File: src/rtl/mod_fsm_bank_pkg.sv
// rtl/mod_fsm_bank_pkg.sv - defaults, channel action type and state helpers for mod_fsm_bank
package mod_fsm_bank_pkg;

    localparam int DEF_CH        = 4;
    localparam int DEF_MOD       = 2;
    localparam int DEF_RST_STATE = 1;
    localparam int DEF_OUT_STATE = 1;
    localparam int DEF_CNT_W     = 8;

    typedef enum logic [1:0] {
        ACT_HOLD,
        ACT_ADVANCE,
        ACT_CLEAR,
        ACT_RESET
    } chan_act_e;

    function automatic int state_w(input int mod);
        return (mod <= 2) ? 1 : $clog2(mod);
    endfunction

    // Anything at or above MOD-1 wraps to 0, so an illegal encoding recovers on its next advance.
    function automatic logic [31:0] next_state(input logic [31:0] state, input int unsigned mod);
        if (state >= (mod - 32'd1)) begin
            return '0;
        end
        return state + 32'd1;
    endfunction

endpackage

File: src/rtl/mod_fsm_chan.sv
// rtl/mod_fsm_chan.sv - one modulo-MOD Moore channel with out decode
// Entry counter is built only when MOD_FSM_BANK_ENTRY_CNT_EN is defined.
module mod_fsm_chan
    import mod_fsm_bank_pkg::*;
#(
    parameter int MOD       = DEF_MOD,
    parameter int RST_STATE = DEF_RST_STATE,
    parameter int OUT_STATE = DEF_OUT_STATE,
    parameter int CNT_W     = DEF_CNT_W
) (
    input  logic             clk,
    input  logic             reset,
    input  logic             in,
    input  logic             in_valid,
    input  logic             clear,
    output logic             out,
    output logic [CNT_W-1:0] entry_cnt
);

    localparam int            SW      = state_w(MOD);
    localparam logic [SW-1:0] RST_ENC = SW'(RST_STATE);
    localparam logic [SW-1:0] OUT_ENC = SW'(OUT_STATE);

    chan_act_e     act;
    logic [SW-1:0] state;
    logic [SW-1:0] state_nxt;

    always_comb begin
        act = ACT_HOLD;
        if (reset) begin
            act = ACT_RESET;
        end else if (clear) begin
            act = ACT_CLEAR;
        end else if (in_valid && !in) begin
            act = ACT_ADVANCE;
        end
    end

    assign state_nxt = SW'(next_state(32'(state), MOD));

    always_ff @(posedge clk) begin
        case (act)
            ACT_RESET, ACT_CLEAR: state <= RST_ENC;
            ACT_ADVANCE:          state <= state_nxt;
            default:              state <= state;
        endcase
    end

    assign out = (state == OUT_ENC);

`ifdef MOD_FSM_BANK_ENTRY_CNT_EN
    localparam logic [CNT_W-1:0] CNT_MAX = '1;

    logic [CNT_W-1:0] cnt;

    // Only an advance landing on OUT_STATE counts; reset/clear entries are not entries.
    always_ff @(posedge clk) begin
        if (act == ACT_RESET || act == ACT_CLEAR) begin
            cnt <= '0;
        end else if (act == ACT_ADVANCE && state_nxt == OUT_ENC &&
                     state != OUT_ENC && cnt != CNT_MAX) begin
            cnt <= cnt + 1'b1;
        end
    end

    assign entry_cnt = cnt;
`else
    assign entry_cnt = '0;
`endif

endmodule

File: src/rtl/mod_fsm_bank.sv
// rtl/mod_fsm_bank.sv - bank of CH independent modulo-MOD Moore channels
// Optional per-channel entry counters via MOD_FSM_BANK_ENTRY_CNT_EN.
module mod_fsm_bank
    import mod_fsm_bank_pkg::*;
#(
    parameter int CH        = DEF_CH,
    parameter int MOD       = DEF_MOD,
    parameter int RST_STATE = DEF_RST_STATE,
    parameter int OUT_STATE = DEF_OUT_STATE,
    parameter int CNT_W     = DEF_CNT_W
) (
    input  logic                clk,
    input  logic                reset,
    input  logic [CH-1:0]       in,
    input  logic [CH-1:0]       in_valid,
    input  logic [CH-1:0]       clear,
    output logic [CH-1:0]       out,
    output logic                any_out,
    output logic                all_out,
    output logic [CH*CNT_W-1:0] entry_cnt
);

    generate
        if (CH < 1 || MOD < 2 || CNT_W < 1 ||
            RST_STATE < 0 || RST_STATE >= MOD ||
            OUT_STATE < 0 || OUT_STATE >= MOD) begin : g_bad_cfg
            $error("mod_fsm_bank: illegal parameter set");
        end
    endgenerate

    for (genvar i = 0; i < CH; i++) begin : g_chan
        mod_fsm_chan #(
            .MOD       (MOD),
            .RST_STATE (RST_STATE),
            .OUT_STATE (OUT_STATE),
            .CNT_W     (CNT_W)
        ) u_chan (
            .clk       (clk),
            .reset     (reset),
            .in        (in[i]),
            .in_valid  (in_valid[i]),
            .clear     (clear[i]),
            .out       (out[i]),
            .entry_cnt (entry_cnt[i*CNT_W +: CNT_W])
        );
    end

    assign any_out = |out;
    assign all_out = &out;

endmodule
File: config.mk
export PLATFORM = sky130hd
export DESIGN_NAME = mod_fsm_bank
export DESIGN_NICKNAME = d
export VERILOG_FILES = /design/src/rtl/mod_fsm_bank_pkg.sv /design/src/rtl/mod_fsm_chan.sv /design/src/rtl/mod_fsm_bank.sv
export SDC_FILE = /design/constraint.sdc
export NUM_CORES = 1
export LEC_CHECK = 0
export ABC_AREA = 1
export CAP_MARGIN = 0
export CORE_MARGIN = 8
export CORE_UTILIZATION = 31
export CTS_BUF_LIST = sky130_fd_sc_hd__clkbuf_4 sky130_fd_sc_hd__clkbuf_8
export DETAILED_ROUTE_END_ITERATION = 8
export PLACE_DENSITY = 0.86
export SYNTH_ARGS = -nofsm -noshare
export SYNTH_HDL_FRONTEND = slang
export SYNTH_SLANG_ARGS = --single-unit
File: constraint.sdc
create_clock -name clk -period 1.9 [get_ports clk]
set_input_delay 0.19 -clock clk [delete_from_list [all_inputs] [get_ports clk]]
set_output_delay 0.19 -clock clk [all_outputs]
set_load 0.01 [all_outputs]
==> Word-level counts from Yosys, hierarchy flattened <==
Cells that the tools add are included.
{ "totals": {"regBits": 4, "out_inout_bits": 38, "ramBits": 0, "memories": 0, "word_cells": 70, "input_bits": 14, "latchBits": 0, "mem_bits_ro": 0} }
{ "classes": {"shifts": 0, "n_eq_ne": 12, "magnitude_cmp": 4, "div": 0, "add_sub_neg": 4, "bitwise_logic": 0, "n_mul": 0, "n_reduce_logical": 18, "n_mux": 28} }
{ "ops": {"columns": ["op", "count"], "rows": [
  ["2-bit equality test, second input constant", 8],
  ["1-bit two-way mux", 16],
  ["2-bit two-way mux", 8],
  ["2-bit by 1-bit equality test with 1-bit output, second input constant", 4],
  ["1-bit case mux with 2 select lines", 4],
  ["2-bit nonzero test", 4],
  ["2-bit OR reduction", 4],
  ["1-bit adder, second input constant", 4],
  ["1-bit greater-or-equal comparator, second input constant", 4],
  ["1-bit logical AND", 4],
  ["1-bit logical NOT", 4],
  ["4-bit AND reduction", 1],
  ["4-bit OR reduction", 1]
]} }

==> Longest topological paths before layout <==
Gate-level depths: netlist (run 1).
{ "logic_depth": {"word_depth": 8, "ltp_mapped": 3, "mapped_depth_nobuf": 3} }

==> Cells and area by module <==
Synthesis (run 1) repeated with hierarchy kept, for this count alone.
{ "unflattened": {"hier_cells": 66, "hier_area_um2": 483.0} }
{ "modules_own_cells": {"columns": ["module", "cells_each", "instances", "seq_area_each_um2", "area_each_um2"], "rows": [
  ["mod_fsm_chan", 15, 4, 30.0, 115.1],
  ["mod_fsm_bank", 6, 1, 0.0, 22.5]
]} }

==> Worst setup path after synthesis (run 1) <==
Ideal clock, no wire load.
{ "synth_path": {"path_kind": "reg2out", "start": "reg g_chan[2].u_chan.state", "end": "out any_out", "path_slack_ps": 1112, "arrival_time_ps": 598, "required_ps": 1710, "n_path_buf": 0, "stages_incl_launch_ff": 3, "cell_sequence": "edfxtp_1 nor2_1 nand2_1"} }
{ "synth_between": {"elab_chain_len": 1} }
{ "synth_lines": {"columns": ["element", "line_no", "text"], "rows": [
  ["start: declaration", "mod_fsm_chan.sv:25", "logic [SW-1:0] state;"],
  ["start signal: assignment", "mod_fsm_chan.sv:44", "ACT_ADVANCE: state <= state_nxt;"],
  ["start signal: assignment", "mod_fsm_chan.sv:45", "default: state <= state;"],
  ["4-bit OR reduction", "mod_fsm_bank.sv:48", "assign any_out = |out;"],
  ["end: declaration", "mod_fsm_bank.sv:18", "output logic any_out,"]
]} }
No other way between the ends.

==> Final worst setup path (run 1) <==
{ "layout_path": {"start": "reg g_chan[1].u_chan.state", "end": "out all_out"} }
{ "layout_between": {"elab_chain_len": 1} }
{ "layout_lines": {"columns": ["element", "line_no", "text"], "rows": [
  ["start: declaration", "mod_fsm_chan.sv:25", null],
  ["start signal: assignment", "mod_fsm_chan.sv:44", null],
  ["start signal: assignment", "mod_fsm_chan.sv:45", null],
  ["4-bit AND reduction", "mod_fsm_bank.sv:49", "assign all_out = &out;"],
  ["end: declaration", "mod_fsm_bank.sv:19", "output logic all_out,"]
]} }
No other way between the ends.

==> reports/qor.log, run 1 <==
[timing] RSZ-0062 raised after global routing no
[min_path] Worst Min Path Start in_valid[3]
[routing] DR WL/cell 10.8 um
[placed_design] total half-perimeter wirelength after legalization and detailed placement 997 um
[placed_design] Port Buffers 19
[final_layout] highest-count cells in the layout ignoring fill and taps sky130_fd_sc_hd__conb_1 (32), sky130_fd_sc_hd__clkdlybuf4s50_1 (19), sky130_fd_sc_hd__nor2_1 (11)
[clocking] number of clock sinks seen by CTS 4
[clocking] clock latency at the later pin of the worst-skew pair 0.23 ns
[clocking] clock input transition at the sequential cells of the worst setup and hold paths 0.04 ns
[timing] Period minus WS final 1.54 ns
[yosys] distinct cell type count of the synthesized netlist 8
[final_layout] net count of the finished layout 100
[timing] crit share post-route 0.809
[power_and_ir_drop] final total power 0.288 mW
[global_route] Overflow after GRT 0
[critical_path] launch point of the worst path g_chan[1].u_chan.out$_SDFFCE_PP1P_
[clocking] number of buffers inserted during clock tree synthesis 3
[status] run status completed
[critical_path] Worst R2R Setup Slack 1.15 ns
[clocking] PostCTS Resize Cnt 0
[min_path] worst-case hold path end point g_chan[3].u_chan.out$_SDFFCE_PP1P_
[die] initial standard-cell utilization of the core 0.333
[yosys] cell count after synthesis 67
[run] max-cap viol count 0
[yosys] cell area after synthesis 502 sq um
[global_route] first-pass GRT wire length 1.70 mm
[timing] fin worst setup slack 0.363 ns
[min_path] worst min-delay path class in2reg
[critical_path] worst r2r src g_chan[1].u_chan.out$_SDFFCE_PP1P_
[critical_path] data arrival time at the worst-slack endpoint 1.35 ns
[timing] Fmax 650 MHz
[min_path] hold path cells 4
[yosys] flops & latches, synth 4
[timing] final setup violating endpoints 0
[final_layout] most frequent standard cell in the layout excluding fill and tap cells sky130_fd_sc_hd__conb_1
[critical_path] Data required, critical path 1.71 ns
[clocking] clock tree buffer depth 2
[die] core region area 1510 sq um
[timing] Final Skew 0 ns
[yosys] syn avg cell area 7.49 sq um
[routing] Via-to-Cell Ratio 3.65
[clocking] number of H-tree levels 1
[clocking] Hold Buf Count CTS 0
[global_route] number of antenna violations at the first check in global routing 0
[critical_path] kind of end point of the critical path output port
[die] full die area 3160 sq um
[die] Die Span Y 56.2 um
[routing] Antenna Nets Post-Route 0
[critical_path] Startpoint Class register
[clocking] clock root buffer sky130_fd_sc_hd__clkbuf_4
[routing] Iteration-0 DRC Markers 6
[yosys] Synth Warn # 0
[die] number of cell rows 14
[timing] final sum of negative setup slack 0 ns
[routing] routed via count 365
[die] overall die width 56.2 um
[global_route] vias in the first global route 394
[routing] DRT Pass-1 Iters 4
[critical_path] maximum net fanout on the critical path 4
[power_and_ir_drop] leakage power summed over all cells 0.285 nW
[final_layout] share of post-route cells with drive strength above 1 0.0357
[routing] final WL 1.08 mm
[clocking] clock tree from TritonCTS done
[global_route] pin count of the biggest net entering global routing 5
[timing] Final Max Slew Viols 0
[critical_path] Setup Crit Path Kind reg2out
[clocking] Post-CTS Setup Repair Bufs 0
[placed_design] final weighted congestion of routability-driven global placement 0.733
[yosys] Seq/Total Area, Yosys 0.239
[global_route] combined global-route utilization of all metal layers 0.0661
[die] number of top-level design ports 52
[final_layout] antenna fix cells 0
[critical_path] r2r endpoint g_chan[1].u_chan.out$_SDFFCE_PP1P_
[power_and_ir_drop] power density of the placed cells 495 nW/um^2
[routing] DRC viols 0
[final_layout] max reg flops 4
[placed_design] post-placement setup slack 0.618 ns
[critical_path] logic depth of the worst register-to-register path 1
[timing] final hold vios 0
[final_layout] area growth from synthesis to layout 15.7%
[power_and_ir_drop] Peak VDD IR 150 uV
==> synthesized netlist by cell type <==
library cell,n,area (sq um)
sky130_fd_sc_hd__buf_4,36,270
sky130_fd_sc_hd__conb_1,1,3.75
sky130_fd_sc_hd__edfxtp_1,4,120
sky130_fd_sc_hd__inv_1,4,15.0
sky130_fd_sc_hd__nand2_1,3,11.3
sky130_fd_sc_hd__nand3_1,4,20.0
sky130_fd_sc_hd__nor2_1,11,41.3
sky130_fd_sc_hd__o21ai_0,4,20.0
==> report_power, final <==
| group | leakage [nW] | internal, mW | switching, mW |
|---|---|---|---|
| Sequential | 0.0319 | 0.100 | 0.00220 |
| Clock | 0.0138 | 0.0706 | 0.0335 |
| Combinational | 0.239 | 0.0343 | 0.0467 |
| Total | 0.285 | 0.205 | 0.0824 |
==> routing by layer <==
| metal | global-route usage | wire length (um) | up-vias |
|---|---|---|---|
| met5 | 0 | 0 | - |
| met4 | 0.0412 | 19 | 0 |
| met3 | 0.0342 | 139 | 4 |
| met2 | 0.0983 | 481 | 34 |
| met1 | 0.0721 | 444 | 152 |
| li1 | - | - | 175 |
==> final cells by class <==
class | instances | area (sq um)
well taps | 16 | 20.0
fillers | 146 | 926
multi-input cells | 54 | 213
repair buffers | 19 | 190
clock buffers | 3 | 22.5
flip-flops and latches | 4 | 120
inverters | 4 | 15.0
==> logic make-up (layout without fill, tap and decap cells) <==
family                 after synthesis  after routing  share of synthesized area
and+or+nand+nor                     18             18                      0.145
other                                1             32                    0.00747
buffers and inverters               40             26                      0.569
DFF                                  4              4                      0.239
AOI/OAI and AO/OA                    4              4                     0.0399
==> metrics by stage <==
step / instance area [sq um] / cells / utilization / hold slack [ns]
2_1_floorplan: 618 / 98 / - / 0.368
6_report: 581 / 100 / 0.385 / 0.619
4_1_cts: 581 / 100 / 0.385 / 0.617
5_1_grt: 581 / 100 / 0.385 / 0.640
3_5_place_dp: 558 / 97 / 0.370 / 0.625
3_3_place_gp: 558 / 97 / 0.370 / 0.607
==> worst max path at each step <==
| stage | end | slack, ns | cells past startpoint |
|---|---|---|---|
| after global routing | all_out | 0.27 | 3 |
| after detailed placement | all_out | 0.62 | 3 |
| after floorplan | any_out | 1.11 | 2 |
| after global placement | all_out | 0.63 | 3 |
| final | all_out | 0.36 | 3 |
| after CTS | all_out | 0.36 | 3 |
==> critical path: stages (launching register included) <==
cell and delay, ns:
sky130_fd_sc_hd__edfxtp_1 0.40, sky130_fd_sc_hd__nand2_1 0.08, sky130_fd_sc_hd__nor2_1 0.10, sky130_fd_sc_hd__clkdlybuf4s50_1 0.54
Power figures use the tool's default switching activity.
==> inputs of run 2 (changes only) <==
- CORE_UTILIZATION: 31 -> 26
- PLACE_DENSITY: 0.86 -> 0.77
- clock period: 1.9 -> 1.35 ns (I/O delays scaled with it)
==> reports/qor.log, run 2 (synthesis results as in run 1) <==
[die] Die Span Y 59.9 um
[timing] Fmax 791 MHz
[clocking] clock input transition at the sequential cells of the worst setup and hold paths 0.04 ns
[timing] final hold vios 0
[timing] Final Skew 0 ns
[clocking] number of clock sinks seen by CTS 4
[routing] routed via count 393
[critical_path] Data required, critical path 1.22 ns
[status] run status completed
[clocking] clock tree buffer depth 2
[routing] DRT Pass-1 Iters 2
[die] number of top-level design ports 52
[critical_path] maximum net fanout on the critical path 3
[power_and_ir_drop] leakage power summed over all cells 0.291 nW
[final_layout] fin cells 114
[critical_path] Startpoint Class register
[power_and_ir_drop] Peak VDD IR 185 uV
[critical_path] data arrival time at the worst-slack endpoint 1.13 ns
[critical_path] Slowest-stage cell, CP sky130_fd_sc_hd__edfxtp_1
[die] overall die width 59.9 um
[final_layout] final-layout fill cell count 210
[clocking] number of buffers inserted during clock tree synthesis 3
[global_route] combined global-route utilization of all metal layers 0.0630
[placed_design] instance count after placement with tap cells included 108
[final_layout] highest-count cells in the layout ignoring fill and taps sky130_fd_sc_hd__conb_1 (32), sky130_fd_sc_hd__clkdlybuf4s50_1 (13), sky130_fd_sc_hd__nor2_1 (11)
[global_route] first-pass GRT wire length 1.61 mm
[final_layout] area growth from synthesis to layout 22.2%
[timing] RSZ-0062 raised after global routing no
[die] number of cell rows 16
[routing] DR WL/cell 10.6 um
[global_route] number of antenna violations at the first check in global routing 0
[global_route] pin count of the biggest net entering global routing 5
[timing] Period minus WS final 1.26 ns
[power_and_ir_drop] power density of the placed cells 669 nW/um^2
[final_layout] antenna fix cells 0
[final_layout] share of post-route cells with drive strength above 1 0.0690
[clocking] clock tree from TritonCTS done
[placed_design] Port Buffers 19
[final_layout] footprint of the multi-input gates 213 sq um
[routing] final WL 1.20 mm
[final_layout] most frequent standard cell in the layout excluding fill and tap cells sky130_fd_sc_hd__conb_1
[clocking] number of H-tree levels 1
[placed_design] total half-perimeter wirelength after legalization and detailed placement 1.05 mm
[routing] DRC viols 0
[final_layout] max reg flops 4
[global_route] Overflow after GRT 0
[routing] Via-to-Cell Ratio 3.45
[clocking] clock root buffer sky130_fd_sc_hd__clkbuf_4
[die] core region area 1880 sq um
[critical_path] delay contributed by the slowest stage of the critical path 0.38 ns
[final_layout] area of all sequential standard cells 120 sq um
[run] max-cap viol count 0
[timing] crit share post-route 0.936
[die] full die area 3590 sq um
[routing] Antenna Nets Post-Route 0
[timing] final setup violating endpoints 0
[global_route] vias in the first global route 392
[critical_path] Cell Chain, Critical Path buf_4 > nand2_1 > nor2_1 > dlygate4sd2_1
[die] initial standard-cell utilization of the core 0.267
[clocking] clock latency at the later pin of the worst-skew pair 0.24 ns
[critical_path] Setup Crit Path Kind reg2out
[placed_design] final weighted congestion of routability-driven global placement 0.751
[critical_path] kind of end point of the critical path output port
[timing] final sum of negative setup slack 0 ns
[final_layout] net count of the finished layout 103
[min_path] worst min-delay path class in2reg
[timing] Final Max Slew Viols 0
[routing] Iteration-0 DRC Markers 6
## run 2: stage by stage
step / utilization / power, mW / setup WS (ns) / cell area, sq um / hold WS, ns
floorplan: - / 0.275 / 0.617 / 618 / 0.313
global placement: 0.304 / 0.254 / 0.139 / 572 / 0.610
detailed placement: 0.304 / 0.257 / 0.130 / 572 / 0.626
CTS: 0.324 / 0.415 / 0.0320 / 611 / 0.562
global route: 0.326 / 0.435 / 0.0624 / 613 / 0.592
finish: 0.326 / 0.410 / 0.0859 / 613 / 0.566
## run 2: what timing repair did
item	in CTS	in global routing
hold buffers	0	0
setup buffers	3	0
resized for setup	5	1
endpoints found under the hold margin	0	0
endpoints found under the setup margin	2	1
## run 2: power by group
| part | internal [mW] | total, mW | switching (mW) |
|---|---|---|---|
| clock network | 0.0996 | 0.151 | 0.0518 |
| registers | 0.141 | 0.143 | 0.00227 |
| logic | 0.0474 | 0.115 | 0.0679 |
| total | 0.288 | 0.410 | 0.122 |
## run 2: routing by layer
layer	share of wire	up-vias	track usage
li1	-	182	-
met1	0.43	172	0.0599
met2	0.44	35	0.0969
met3	0.11	4	0.0237
met4	0.019	0	0.0714
met5	0	-	0
## run 2: final timing paths
kind         slack (ns)  cells past startpoint                                 end                               start
min                0.57                      4  g_chan[2].u_chan.out$_SDFFCE_PP1P_                         in_valid[2]
max reg2reg        0.53                      2  g_chan[2].u_chan.out$_SDFFCE_PP1P_  g_chan[2].u_chan.out$_SDFFCE_PP1P_
max                0.09                      4                             all_out  g_chan[0].u_chan.out$_SDFFCE_PP1P_
min reg2reg        0.63                      1  g_chan[3].u_chan.out$_SDFFCE_PP1P_  g_chan[3].u_chan.out$_SDFFCE_PP1P_
## run 2: final cells by class
| type | count | area share |
|---|---|---|
| sequential | 4 | 0.196 |
| inverter | 4 | 0.0245 |
| tap | 27 | 0.0551 |
| clock buffer | 3 | 0.0367 |
| timing repair buffer | 22 | 0.341 |
| multi-input combinational | 54 | 0.347 |
## run 2: critical path, delay by kind of cell, from the launching register on
family	cells	cell delay [ns]
buf+inv	2	0.42
simple gates	2	0.09
flops	1	0.38
==> inputs of run 3 (changes only) <==
- PLACE_DENSITY: 0.77 -> 0.86
- SYNTH_HIERARCHICAL: not set -> 1
==> reports/qor.log, run 3 <==
[final_layout] highest-count cells in the layout ignoring fill and taps sky130_fd_sc_hd__conb_1 (32), sky130_fd_sc_hd__clkdlybuf4s50_1 (15), sky130_fd_sc_hd__nor2_1 (11)
[timing] crit share post-route 0.956
[routing] Via-to-Cell Ratio 3.27
[yosys] number of synthesized flops with an enable pin 4
[routing] routed length on met1 362 um
[critical_path] Data required, critical path 1.22 ns
[routing] amount of wire on met3 after detailed routing 81 um
[critical_path] Cell Chain, Critical Path clkdlybuf4s50_1
[clocking] clock latency at the later pin of the worst-skew pair 0.23 ns
[yosys] share of Yosys cell area claimed by the top area cell type 0.497
[die] core region area 1750 sq um
[timing] Final Skew 0 ns
[global_route] vias in the first global route 443
[clocking] number of buffers inserted during clock tree synthesis 3
[power_and_ir_drop] switching power 0.115 mW
[clocking] clock root buffer sky130_fd_sc_hd__clkbuf_4
[run] max-cap viol count 0
[yosys] cell count after synthesis 66
[yosys] synth cell count leaders sky130_fd_sc_hd__buf_4 (32), sky130_fd_sc_hd__nor2_1 (11)
[clocking] clock input transition at the sequential cells of the worst setup and hold paths 0.04 ns
[clocking] Hold Buf Count CTS 0
[final_layout] net count of the finished layout 103
[power_and_ir_drop] final total power 0.404 mW
[power_and_ir_drop] leakage power summed over all cells 0.296 nW
[power_and_ir_drop] Peak VDD IR 169 uV
[final_layout] area growth from synthesis to layout 26.7%
[yosys] fraction of synthesis flops using an asynchronous set or reset pin 0
[global_route] combined global-route utilization of all metal layers 0.0678
[clocking] number of clock sinks seen by CTS 4
[die] number of top-level design ports 52
[critical_path] Slowest-stage cell, CP sky130_fd_sc_hd__clkdlybuf4s50_1
[critical_path] Startpoint Class register
[routing] DRC viols 0
[timing] RSZ-0062 raised after global routing no
[yosys] area leader, netlist sky130_fd_sc_hd__buf_4
[placed_design] total half-perimeter wirelength after legalization and detailed placement 1.04 mm
[yosys] most common cell in the netlist sky130_fd_sc_hd__buf_4
[power_and_ir_drop] power density of the placed cells 660 nW/um^2
[routing] Iteration-0 DRC Markers 5
[timing] Final Max Slew Viols 0
[yosys] flops & latches, synth 4
[global_route] pin count of the biggest net entering global routing 5
[yosys] Seq/Total Area, Yosys 0.249
[yosys] cell area after synthesis 483 sq um
[die] number of cell rows 15
[placed_design] final weighted congestion of routability-driven global placement 0.678
[routing] DRT Pass-1 Iters 4
[die] initial standard-cell utilization of the core 0.277
[power_and_ir_drop] power share of the sequential group 0.356
[critical_path] delay contributed by the slowest stage of the critical path 0.55 ns
[timing] final sum of negative setup slack 0 ns
[critical_path] buffers and inverters on the worst path 1
[critical_path] maximum net fanout on the critical path 4
[power_and_ir_drop] Cell Int Power 0.289 mW
[yosys] distinct cell type count of the synthesized netlist 8
[power_and_ir_drop] power share of the combinational group 0.288
[die] Die Span Y 59.1 um
[routing] uppermost layer routed met4
[final_layout] antenna fix cells 0
[timing] final hold vios 0
[global_route] number of antenna violations at the first check in global routing 0
[routing] final WL 1.15 mm
[critical_path] kind of end point of the critical path output port
[routing] DR WL/cell 10.3 um
[yosys] syn avg cell area 7.32 sq um
[power_and_ir_drop] fraction of power spent switching nets 0.285
[timing] Hold Worst Slack 0.570 ns
[global_route] Overflow after GRT 0
[yosys] ys flop type sky130_fd_sc_hd__edfxtp_1
[power_and_ir_drop] Clock power frac 0.357
[clocking] clock tree from TritonCTS done
[timing] final setup violating endpoints 0
[clocking] clock tree buffer depth 2
[routing] Antenna Nets Post-Route 0
[critical_path] Setup Crit Path Kind reg2out
[global_route] first-pass GRT wire length 1.79 mm
[critical_path] data arrival time at the worst-slack endpoint 1.15 ns
[die] overall die width 59.1 um
[final_layout] share of post-route cells with drive strength above 1 0.0805
[critical_path] kind of cell with the highest combined delay on the critical path buffers and inverters
[status] run status completed
[yosys] leading post-synthesis cells by cell area sky130_fd_sc_hd__buf_4 (50%), sky130_fd_sc_hd__edfxtp_1 (25%), sky130_fd_sc_hd__nor2_1 (8.5%)
[min_path] worst min-delay path class in2reg
[final_layout] max reg flops 4
[routing] DR WL met2 680 um
[placed_design] Port Buffers 19
[final_layout] most frequent standard cell in the layout excluding fill and tap cells sky130_fd_sc_hd__conb_1
[timing] Fmax 775 MHz
[yosys] Synth Warn # 6
[clocking] number of H-tree levels 1
[routing] routed via count 366
[die] full die area 3490 sq um
[timing] Period minus WS final 1.29 ns
## run 3: cell types whose count changed in the layout (fill, tap and decap cells not counted), sizes merged
cell and delta:
dlygate4sd2 -3, clkdlybuf4s50 +2, buf +1
## run 3: metal layers
layer,track usage,vias up
met4,0.0717,0
met5,0,-
met2,0.136,26
li1,-,180
met1,0.0477,158
met3,0.0152,2
## run 3: logic make-up (layout without fill, tap and decap cells)
kind of cell / Yosys count / count (layout) / synth area share
compound gates: 4 / 4 / 0.0415
buf+inv: 36 / 29 / 0.528
flops: 4 / 4 / 0.249
other cells: 4 / 32 / 0.0311
simple gates: 18 / 18 / 0.150
## run 3: worst paths after layout
| check | slack, ns | start | cells past startpoint | to |
|---|---|---|---|---|
| worst max-delay path | 0.06 | g_chan[0].u_chan/out$_SDFFCE_PP1P_ | 1 | out[0] |
| worst min-delay path | 0.57 | in_valid[3] | 4 | g_chan[3].u_chan/out$_SDFFCE_PP1P_ |
| worst max register to register | 0.53 | g_chan[2].u_chan/out$_SDFFCE_PP1P_ | 2 | g_chan[2].u_chan/out$_SDFFCE_PP1P_ |
| worst min register to register | 0.63 | g_chan[0].u_chan/out$_SDFFCE_PP1P_ | 1 | g_chan[0].u_chan/out$_SDFFCE_PP1P_ |
## run 3: stage by stage
stage                     setup slack, ns  instances  instance area, sq um   util
after global routing               0.0117        112                   612  0.351
after floorplan                     0.558         94                   588      -
after CTS                          0.0406        112                   609  0.349
after global placement              0.156        106                   569  0.326
after detailed placement            0.149        106                   569  0.326
final                              0.0601        112                   612  0.351
## run 3: what timing repair did
action,CTS,global route
gates resized for setup,3,1
setup buffers,3,0
endpoints found under the setup margin,2,1
## run 3: power groups by stage
stage | Combinational, mW | Clock [mW] | Sequential, mW
2_1_floorplan | 0.124 | 0 | 0.147
3_3_place_gp | 0.109 | 0 | 0.146
3_5_place_dp | 0.111 | 0 | 0.146
4_1_cts | 0.112 | 0.150 | 0.144
5_1_grt | 0.130 | 0.154 | 0.144
6_report | 0.116 | 0.144 | 0.144
## run 3: layout make-up
class | count | area (sq um)
multi-input cells | 54 | 213
flip-flops and latches | 4 | 120
clock buffers | 3 | 22.5
inverters | 4 | 15.0
well taps | 25 | 31.3
fillers | 190 | 1130
repair buffers | 22 | 210
